$ cat src/rtl/game_pkg.sv
// Shared game constants for the GameControl layer: sprite half-sizes, map extent,
// enemy projectile pool sizing and fire cooldown, plus sign-extension helpers.
// Geometry constants are typed 12-bit signed so position math never wraps.
package game_pkg;

    // Half-extents of the sprites, in pixels.
    localparam logic signed [11:0] BULLET_X       = 12'sd4;
    localparam logic signed [11:0] BULLET_Y       = 12'sd4;
    localparam logic signed [11:0] PLAYER_X       = 12'sd16;
    localparam logic signed [11:0] PLAYER_Y       = 12'sd32;
    localparam logic signed [11:0] SQUAT_PLAYER_Y = 12'sd16;

    // Leftward bullet displacement per frame tick.
    localparam logic signed [11:0] BULLET_STEP_X  = 12'sd8;

    // Visible map spans x in [-MAP_X, MAP_X].
    localparam logic signed [11:0] MAP_X          = 12'sd320;

    localparam int ENEMY_BULLET_SLOTS  = 4;
    localparam int ENEMY_FIRE_COOLDOWN = 8;

    function automatic logic signed [11:0] sx11(input logic signed [10:0] v);
        return {v[10], v};
    endfunction

    function automatic logic signed [11:0] sx10(input logic signed [9:0] v);
        return {{2{v[9]}}, v};
    endfunction

endpackage

$ cat src/rtl/bullet_slot.sv
// One enemy bullet: idle until loaded, then steps left each tick, hit-tests the player box, retires.
// Latency: state and hit pulse update on the tick edge; hit is a one-cycle registered pulse.
// Backpressure: none; load is honoured only on a tick while idle.
// Ports: clk, rst_n (sync, active-low), tick, load/load_x/load_y (spawn), x_player/y_player/half_h
//        (player box), x/y (bullet centre), active, hit.
module bullet_slot
    import game_pkg::*;
#(
    parameter logic signed [11:0] STEP_X = BULLET_STEP_X
) (
    input  logic               clk,
    input  logic               rst_n,
    input  logic               tick,
    input  logic               load,
    input  logic signed [10:0] load_x,
    input  logic signed [9:0]  load_y,
    input  logic signed [10:0] x_player,
    input  logic signed [9:0]  y_player,
    input  logic signed [11:0] half_h,
    output logic signed [10:0] x,
    output logic signed [9:0]  y,
    output logic               active,
    output logic               hit
);

    // Retire once the bullet's left edge would fall off the map.
    localparam logic signed [11:0] RETIRE_X = BULLET_X - MAP_X;

    logic signed [11:0] xn;
    logic signed [11:0] yb;
    logic signed [11:0] px;
    logic signed [11:0] py;
    logic               strike;
    logic               off_map;

    // Everything widened to 12 bits first so none of the compares can wrap.
    always_comb begin
        xn      = sx11(x) - STEP_X;
        yb      = sx10(y);
        px      = sx11(x_player);
        py      = sx10(y_player);
        strike  = (xn - BULLET_X <= px + PLAYER_X) &&
                  (xn + BULLET_X >= px - PLAYER_X) &&
                  (yb - BULLET_Y <= py + half_h) &&
                  (yb + BULLET_Y >= py - half_h);
        off_map = (xn < RETIRE_X);
    end

    always_ff @(posedge clk) begin
        if (!rst_n) begin
            x      <= '0;
            y      <= '0;
            active <= 1'b0;
            hit    <= 1'b0;
        end else begin
            hit <= 1'b0;
            if (tick) begin
                if (active) begin
                    // A hit takes precedence over an off-map retire on the same step.
                    if (strike) begin
                        active <= 1'b0;
                        hit    <= 1'b1;
                    end else if (off_map) begin
                        active <= 1'b0;
                    end else begin
                        x <= xn[10:0];
                    end
                end else if (load) begin
                    // Freshly spawned bullets neither move nor hit-test on this tick.
                    active <= 1'b1;
                    x      <= load_x;
                    y      <= load_y;
                end
            end
        end
    end

endmodule

$ cat src/rtl/enemy_bullet_pool.sv
// Enemy projectile pool: spawns into the lowest free slot under a fire cooldown, aggregates hits.
// Latency: positions, isE, isHit and hitMask reflect a tick one edge later; hit pulses last one cycle.
// Backpressure: none; a fire request with no free slot is dropped and leaves the cooldown untouched.
// Ports: clk, rst_n (sync, active-low), tick, attack, defend, xEnemy/yEnemy, xPlayer/yPlayer, isQ,
//        x[]/y[] (per-slot centres), isE (active mask), isHit, hitMask, full.
module enemy_bullet_pool
    import game_pkg::*;
#(
    parameter int                 NUM_SLOTS = ENEMY_BULLET_SLOTS,
    parameter logic signed [11:0] STEP_X    = BULLET_STEP_X,
    parameter int unsigned        COOLDOWN  = ENEMY_FIRE_COOLDOWN
) (
    input  logic                 clk,
    input  logic                 rst_n,
    input  logic                 tick,
    input  logic                 attack,
    input  logic                 defend,
    input  logic signed [10:0]   xEnemy,
    input  logic signed [9:0]    yEnemy,
    input  logic signed [10:0]   xPlayer,
    input  logic signed [9:0]    yPlayer,
    input  logic                 isQ,
    output logic signed [10:0]   x [NUM_SLOTS],
    output logic signed [9:0]    y [NUM_SLOTS],
    output logic [NUM_SLOTS-1:0] isE,
    output logic                 isHit,
    output logic [NUM_SLOTS-1:0] hitMask,
    output logic                 full
);

    logic [7:0]           cd;
    logic [NUM_SLOTS-1:0] free;
    logic [NUM_SLOTS-1:0] pick;
    logic [NUM_SLOTS-1:0] load;
    logic                 can_spawn;
    logic signed [10:0]   spawn_x;
    logic signed [11:0]   half_h;

    always_comb begin
        // Free mask is taken before this tick's retires, so a slot freed now is
        // only reusable from the next tick on.
        free      = ~isE;
        // Isolate the lowest set bit: the lowest-index free slot.
        pick      = free & (~free + NUM_SLOTS'(1));
        can_spawn = tick & attack & ~defend & (cd == 8'd0) & (|free);
        load      = can_spawn ? pick : '0;
        // Bullet leaves from just in front of the enemy's left edge.
        spawn_x   = 11'(sx11(xEnemy) - PLAYER_X - BULLET_X);
        half_h    = isQ ? SQUAT_PLAYER_Y : PLAYER_Y;
    end

    always_ff @(posedge clk) begin
        if (!rst_n) begin
            cd <= '0;
        end else if (tick) begin
            if (can_spawn) begin
                cd <= 8'(COOLDOWN);
            end else if (cd != 8'd0) begin
                cd <= cd - 8'd1;
            end
        end
    end

    for (genvar i = 0; i < NUM_SLOTS; i++) begin : g_slot
        bullet_slot #(
            .STEP_X (STEP_X)
        ) u_slot (
            .clk      (clk),
            .rst_n    (rst_n),
            .tick     (tick),
            .load     (load[i]),
            .load_x   (spawn_x),
            .load_y   (yEnemy),
            .x_player (xPlayer),
            .y_player (yPlayer),
            .half_h   (half_h),
            .x        (x[i]),
            .y        (y[i]),
            .active   (isE[i]),
            .hit      (hitMask[i])
        );
    end

    // Pure reductions of slot flops, so they track the registered slot state exactly.
    assign isHit = |hitMask;
    assign full  = &isE;

endmodule

$ cat config.mk
export PLATFORM = sky130hd
export DESIGN_NAME = enemy_bullet_pool
export DESIGN_NICKNAME = d
export VERILOG_FILES = /design/src/rtl/game_pkg.sv /design/src/rtl/bullet_slot.sv /design/src/rtl/enemy_bullet_pool.sv
export SDC_FILE = /design/constraint.sdc
export NUM_CORES = 1
export LEC_CHECK = 0
export ABC_AREA = 1
export CAP_MARGIN = 20
export CORE_MARGIN = 2
export CORE_UTILIZATION = 43
export CTS_CLUSTER_SIZE = 40
export DETAILED_ROUTE_END_ITERATION = 6
export PLACE_DENSITY_LB_ADDON = 0.3
export SLEW_MARGIN = 20
export SYNTH_ARGS = -nofsm -noshare
export SYNTH_HDL_FRONTEND = slang
export SYNTH_HIERARCHICAL = 1
export SYNTH_SLANG_ARGS = --single-unit
$ cat constraint.sdc
create_clock -name clk -period 4.5 [get_ports clk]
set_clock_uncertainty 0.1 [all_clocks]
set_input_delay 0.9 -clock clk [delete_from_list [all_inputs] [get_ports clk]]
set_output_delay 0.9 -clock clk [all_outputs]
set_load 0.1 [all_outputs]
==> results of run 1 <==
[layer usage]
metal  up-vias  global-route usage, %  part of all wire, %
li1       9193                      -                    -
met5         -                      0                    0
met2       415                   46.0                   48
met3        83                   1.95                  4.1
met1      8219                   31.8                   44
met4         0                   9.93                  3.8
[sequential cells by signal, indices dropped and copies added (netlist names)]
register              flops
g_slot.u_slot/x          44
g_slot.u_slot/hit         4
g_slot.u_slot/y          40
g_slot.u_slot/active      4
cd                        8
[metrics by stage]
step / hold slack [ns] / worst slack, ns
floorplan: 0.426 / 0.449
global placement: 0.376 / -0.248
CTS: 0.387 / 0.111
detailed placement: 0.376 / -0.271
finish: 0.388 / 0.222
global route: 0.412 / 0.0000333
[worst max-delay path, stage by stage]
cell and delay [ns]:
clkdlybuf4s50_1 0.40, buf_4 0.17, buf_4 0.17, ha_4 0.29, inv_1 0.06, a21oi_1 0.12
o31ai_1 0.11, buf_4 0.15, a31oi_2 0.16, buf_4 0.14, xor2_1 0.20, ha_1 0.28
nand2_1 0.09, nor2_1 0.04, and2_1 0.15, nand2_1 0.09, nand3_1 0.07, nand2_1 0.07
nand3_1 0.12, nand4_1 0.15, buf_4 0.17, nand2_4 0.09, a21oi_1 0.17, nor2_1 0.06
[power groups by stage]
| stage | clock network (mW) | logic (mW) | registers [mW] |
|---|---|---|---|
| after floorplan | 0 | 1.36 | 0.993 |
| after global placement | 0 | 2.01 | 0.949 |
| after detailed placement | 0 | 2.06 | 0.950 |
| after CTS | 0.798 | 2.08 | 0.929 |
| after global routing | 0.825 | 2.41 | 0.932 |
| final | 0.773 | 2.14 | 0.929 |
[final cells by class]
type	count	area, um2	area share (%)
Multi-Input combinational cell	2138	13700	65.4
Timing Repair Buffer	287	2610	12.5
Sequential cell	100	2000	9.58
Inverter	448	1680	8.05
Tap cell	525	657	3.14
Clock buffer	10	229	1.10
Clock inverter	6	47.5	0.228
[worst min path at each step]
stage / from / to / slack [ns] / cells after the start
6_report: g_slot[0].u_slot/x[0]$_SDFFE_PN0P_ / g_slot[0].u_slot/x[0]$_SDFFE_PN0P_ / 0.39 / 2
5_1_grt: g_slot[0].u_slot/x[0]$_SDFFE_PN0P_ / g_slot[0].u_slot/x[0]$_SDFFE_PN0P_ / 0.41 / 2
4_1_cts: g_slot[0].u_slot/x[0]$_SDFFE_PN0P_ / g_slot[0].u_slot/x[0]$_SDFFE_PN0P_ / 0.39 / 2
3_5_place_dp: g_slot[0].u_slot/x[0]$_SDFFE_PN0P_ / g_slot[0].u_slot/x[0]$_SDFFE_PN0P_ / 0.38 / 2
3_3_place_gp: g_slot[0].u_slot/x[0]$_SDFFE_PN0P_ / g_slot[0].u_slot/x[0]$_SDFFE_PN0P_ / 0.38 / 2
2_1_floorplan: cd[7]$_SDFFE_PN0P_ / cd[7]$_SDFFE_PN0P_ / 0.43 / 4
[logic make-up (layout without fill, tap and decap cells)]
logic type | count (synthesis) | after routing | synth area share (%)
XOR/XNOR | 226 | 226 | 11.9
AND/OR/NAND/NOR | 1080 | 1087 | 27.7
buffers and inverters | 508 | 751 | 11.5
other | 1 | 80 | 0.0219
adder cells (fa/ha/maj) | 319 | 319 | 23.6
AO/OA/AOI/OAI | 426 | 426 | 13.6
flip-flops | 100 | 100 | 11.7
[placed cells by master (no fill, tap or decap), drive strengths merged, types with 12 or more instances in the layout]
cell type        n
a21o            15
a21oi          242
buf            147
clkdlybuf4s50  137
conb            80
dfxtp          100
ha             311
inv            446
nand2          590
nand3          153
nand4           62
nor2           202
nor3            41
o21ai          118
o21bai          15
o31ai           12
xnor2           52
xor2           174
[what timing repair did]
item / CTS / global route
setup endpoints to repair: 0 / 39
hold endpoints to repair: 0 / 0
buffers inserted: 0 / 4
gates resized for setup: 0 / 36
==> metrics.md, run 1 <==
| Metric | Value |
|---|---|
| Die Ht | `204 um` |
| Initial DRC count | `1,003` |
| Top_reg_cell synth | `dfxtp_1` |
| Leak | `10.9 nW` |
| Final setup fails | `0` |
| Ports | `142` |
| Number of synthesis warnings | `6` |
| Min-delay worst type | `reg -> reg` |
| Gpl congestion | `slightly above 0.9` |
| Final Max Tran Viols | `0` |
| Async SR Flop Fraction | `0%` |
| Post-DRT Antenna Nets | `0` |
| CP Capture Point | `g_slot[0].u_slot/x[9]$_SDFFE_PN0P_` |
| Area grow syn2layout | `21.8%` |
| Grt ovf | `0` |
| Total power | `3.84 mW` |
| Placed insts | `between 3,000 and 4,000` |
| Vias per inst | `5.10` |
| Switching Share | `44.1%` |
| CTS Sinks | `100` |
| Tmin final | `4.28 ns` |
| Gate Count Post-Synth | `2,660` |
| Largest net degree at the start of global routing | `61` |
| Logic pwr share | `between 50% and 60%` |
| Design area | `20,900 um2` |
| Most frequent cell after synthesis | `nand2_1` |
| Antenna cells | `0` |
| Reg-to-Reg Start | `g_slot[2].u_slot/x[3]$_SDFFE_PN0P_` |
| Crit Path Max Fanout | `8` |
| Final cell count without fillers | `3,514` |
| Vias in the first global route | `between 15,000 and 20,000` |
| Initial antenna violation count | `0` |
| Core Area | `39,500 um2` |
| Reg clk slew, reported paths | `0.07 ns` |
| Finished Core Util | `52.8%` |
| Largest cells by area after synthesis | `ha_1 (23%), nand2_1 (12%), dfxtp_1 (12%)` |
| Die area | `41,500 um2` |
| Status | `finished, final reports clean` |
| CTS buffer count | `9` |
| Die Wd | `204 um` |
| TritonCTS clock tree | `yes` |
| Htree depth | `3` |
| Std-Cell Rows | `73` |
| CTS root buf | `clkbuf_16` |
| R2R setup slack | `0.64 ns` |
| Synth top area share | `22.7%` |
| Post-Syn Area | `17,200 um2` |
| Critical Path RT | `around 4.7 ns` |
| Clock network fraction of design power | `20.1%` |
| Vias | `17,910` |
| Clk buf depth | `2` |
| Setup crit start | `yPlayer[6]` |
| CP Capture Type | `register` |
| P_sw | `approximately 1.7 mW` |
| Starting Density | `43.4%` |
| Unique masters post-synth | `43` |
| PortBufs | `141` |
| Register-to-Register Path Depth | `23` |
| DRC errors left | `0` |
| Internal power | `~2.1 mW` |
| Crit Path Category | `in -> reg` |
| Syn_area_per_cell | `about 6.5 um2` |
| Hold_buf cts | `0` |
| First-pass GRT wire length | `85,900 um` |
| HPWL after DPL | `between 40,000 and 50,000 um` |
| WL/cell | `between 15 and 20 um` |
| Number of max-cap violations | `0` |
| Most instantiated cells after synthesis | `nand2_1 (565), inv_1 (413), ha_1 (311)` |
| Total Routing Usage GR | `25.7%` |
| VDD IR max | `190 uV` |
| Power Density | `~180 nW/um2` |
| Final Hold Viols | `0` |
| Post-synth EDFFs | `0` |
| Seq/Total Area, Yosys | `11.7%` |
| Worst skew pair latency | `0.37 ns` |
| Share of total power in sequential cells | `between 20 and 25%` |
| Ratio of cells with drive above 1 in the final layout | `9.47%` |
| CP Launch Type | `primary input` |
| Filler cells | `3,915` |
| Layout Nets | `3,351` |
| Final period util | `95.1%` |
| Final WL | `roughly 54,000 um` |
| Rel. slew slack | `between 20 and 30%` |
| Flop and latch count out of synthesis | `100` |
| Max frequency | `234 MHz` |
| Post-placement cell area | `between 20,000 and 25,000 um2` |
| Area leader, netlist | `ha_1` |
| Worst Tran Pin Value | `1.06 ns` |
| Unrepaired setup endpoints after global routing | `false` |
| Final setup TNS | `0 ns` |
| CP arrival | `4.44 ns` |
| Critical R2R Capture | `g_slot[2].u_slot/x[9]$_SDFFE_PN0P_` |
| First-pass detailed-route iteration total | `7` |
(Power assumes the default switching activity.)
==> inputs of run 2 (changes only) <==
- TNS_END_PERCENT: not set -> 1
- clock period: 4.5 -> 3.5 ns (I/O delays scaled with it)
==> metrics.md, run 2 (synthesis gave the netlist of run 1 again) <==
| Metric | Value |
|---|---|
| Die Ht | `around 200 um` |
| Design area | `23,200 um2` |
| Final Max Tran Viols | `0` |
| VDD IR max | `250 uV` |
| Vias per inst | `5.03` |
| Layout Nets | `3,551` |
| Critical Path RT | `3.70 ns` |
| Largest net degree at the start of global routing | `51` |
| Hold_buf cts | `0` |
| Min-delay worst type | `reg -> reg` |
| CTS buffer count | `9` |
| Tmin final | `between 3 and 4 ns` |
| Final Hold Viols | `0` |
| Std-Cell Rows | `73` |
| DRC errors left | `0` |
| Unrepaired setup endpoints after global routing | `true` |
| Max FFs per register | `44` |
| Reg clk slew, reported paths | `about 0.07 ns` |
| Final WL | `56,700 um` |
| Antenna cells | `0` |
| Total power | `5.44 mW` |
| Post-placement cell area | `21,600 um2` |
| Commonest non-fill, non-tap cell in the layout | `nand2_1` |
| Worst slack, placed | `-1.11 ns` |
| Most frequent cells in the layout | `nand2_1 (562), buf_4 (416), inv_1 (403)` |
| CP arrival | `between 3 and 4 ns` |
| Die Wd | `204 um` |
| Combined area of the multi-input logic cells | `14,500 um2` |
| Core Area | `39,500 um2` |
| Starting Density | `43.4%` |
| WL/cell | `roughly 15 um` |
| Post-DRT Antenna Nets | `0` |
| Crit Path Max Fanout | `8` |
| Seq. cell area | `2030 um2` |
| Initial DRC count | `1,003` |
| Rel. slew slack | `41.5%` |
| Filler cells | `3,734` |
| CTS Sinks | `100` |
| HPWL after DPL | `45,400 um` |
| Ports | `~140` |
| R2R setup slack | `-0.07 ns` |
| Regs by FF count | `g_slot.u_slot/x x44, g_slot.u_slot/y x40, cd x8` |
| CP Launch Type | `primary input` |
| Leak | `12.3 nW` |
| Final setup fails | `38` |
| Grt ovf | `0` |
| Htree depth | `3` |
| Number of max-cap violations | `0` |
| Status | `complete, but fails checks` |
| First-pass detailed-route iteration total | `5` |
| Register-to-Register Path Depth | `21` |
| Worst hold margin | `0.436 ns` |
| Die area | `41,500 um2` |
| Gpl congestion | `about 0.95` |
| Worst hold stages | `2` |
| Power Density | `235 nW/um2` |
| Worst skew pair latency | `0.38 ns` |
| Initial antenna violation count | `0` |
| Ratio of cells with drive above 1 in the final layout | `23.4%` |
| Vias in the first global route | `18,016` |
| First-pass GRT wire length | `90,500 um` |
| Area grow syn2layout | `35.0%` |
| Total Routing Usage GR | `between 20% and 30%` |
| Crit Path Category | `in -> reg` |
| Max frequency | `266 MHz` |
| TritonCTS clock tree | `yes` |
| Vias | `18,699` |
| CP Capture Type | `register` |
| Largest Register | `g_slot.u_slot/x` |
| PortBufs | `141` |
| CTS root buf | `clkbuf_16` |
| Worst Tran Pin Value | `approximately 0.88 ns` |
| Final WS setup | `-0.255 ns` |
| Final period util | `107%` |
| Failing checks | `negative setup slack` |
| Clk buf depth | `2` |
[run 2: cell count changes in the layout (fill, tap and decap cells not counted), sizes merged, moves of 2 or more]
cell and change:
dlygate4sd2 +4, nand2 -2, buf +299, dlymetal6s2s -3
clkdlybuf4s50 -101
[run 2: worst max-delay path: stages]
cell and delay [ns]:
buf_8 0.10, clkinvlp_4 0.17, inv_2 0.06, ha_4 0.32, inv_4 0.04, a21oi_2 0.16, o31ai_2 0.09, a21o_1 0.19
a21oi_1 0.12, o21bai_1 0.10, xor2_1 0.18, ha_1 0.30, nand2_1 0.07, nor2_2 0.15, and2_4 0.16, nand2_1 0.06
nand3_1 0.06, nand2_1 0.07, nand3_2 0.10, nand4_1 0.23, buf_6 0.23, buf_4 0.13, nor3b_2 0.16
[run 2: routing by layer]
layer	vias to the layer above	GRT usage (%)	wire [um]
li1	9582	-	-
met1	8614	34.1	25000
met2	413	48.2	27400
met3	90	2.25	2470
met4	0	9.20	1880
met5	-	0	0
[run 2: power by group]
part	switching [mW]	internal (mW)
registers	0.0294	1.17
logic	1.81	1.42
clock network	0.523	0.494
total	2.37	3.08
[run 2: final cells by class]
| class | count | share of cell area, % |
|---|---|---|
| Multi-Input combinational cell | 2136 | 62.7 |
| Timing Repair Buffer | 489 | 17.2 |
| Sequential cell | 100 | 8.74 |
| Inverter | 448 | 7.28 |
| Tap cell | 525 | 2.83 |
| Clock buffer | 9 | 0.972 |
| Clock inverter | 7 | 0.243 |
[run 2: what timing repair did]
| action | in CTS | in global routing |
|---|---|---|
| endpoints found under the setup margin | 40 | 40 |
| gates cloned | 5 | 0 |
| pin swaps | 85 | 46 |
| gates resized for setup | 194 | 42 |
| setup buffers | 27 | 10 |
| hold endpoints to repair | 0 | 0 |
[run 2: path summary, 6_finish.rpt]
path | start | to
setup / recovery | isQ | g_slot[2].u_slot/hit$_SDFF_PN0_
hold / removal | g_slot[1].u_slot/x[0]$_SDFFE_PN0P_ | g_slot[1].u_slot/x[0]$_SDFFE_PN0P_
setup reg to reg | g_slot[2].u_slot/x[4]$_SDFFE_PN0P_ | g_slot[2].u_slot/hit$_SDFF_PN0_
hold reg to reg | g_slot[1].u_slot/x[0]$_SDFFE_PN0P_ | g_slot[1].u_slot/x[0]$_SDFFE_PN0P_
[run 2: per-stage QoR]
| stage | utilization, % | cells | TNS [ns] |
|---|---|---|---|
| finish | 58.6 | 3714 | -3.93 |
| global route | 58.6 | 3714 | -12.68 |
| CTS | 58.0 | 3704 | -0.327 |
| detailed placement | 54.5 | 3657 | -40.98 |
| global placement | 54.5 | 3657 | -38.07 |
| floorplan | - | 2739 | -3.59 |
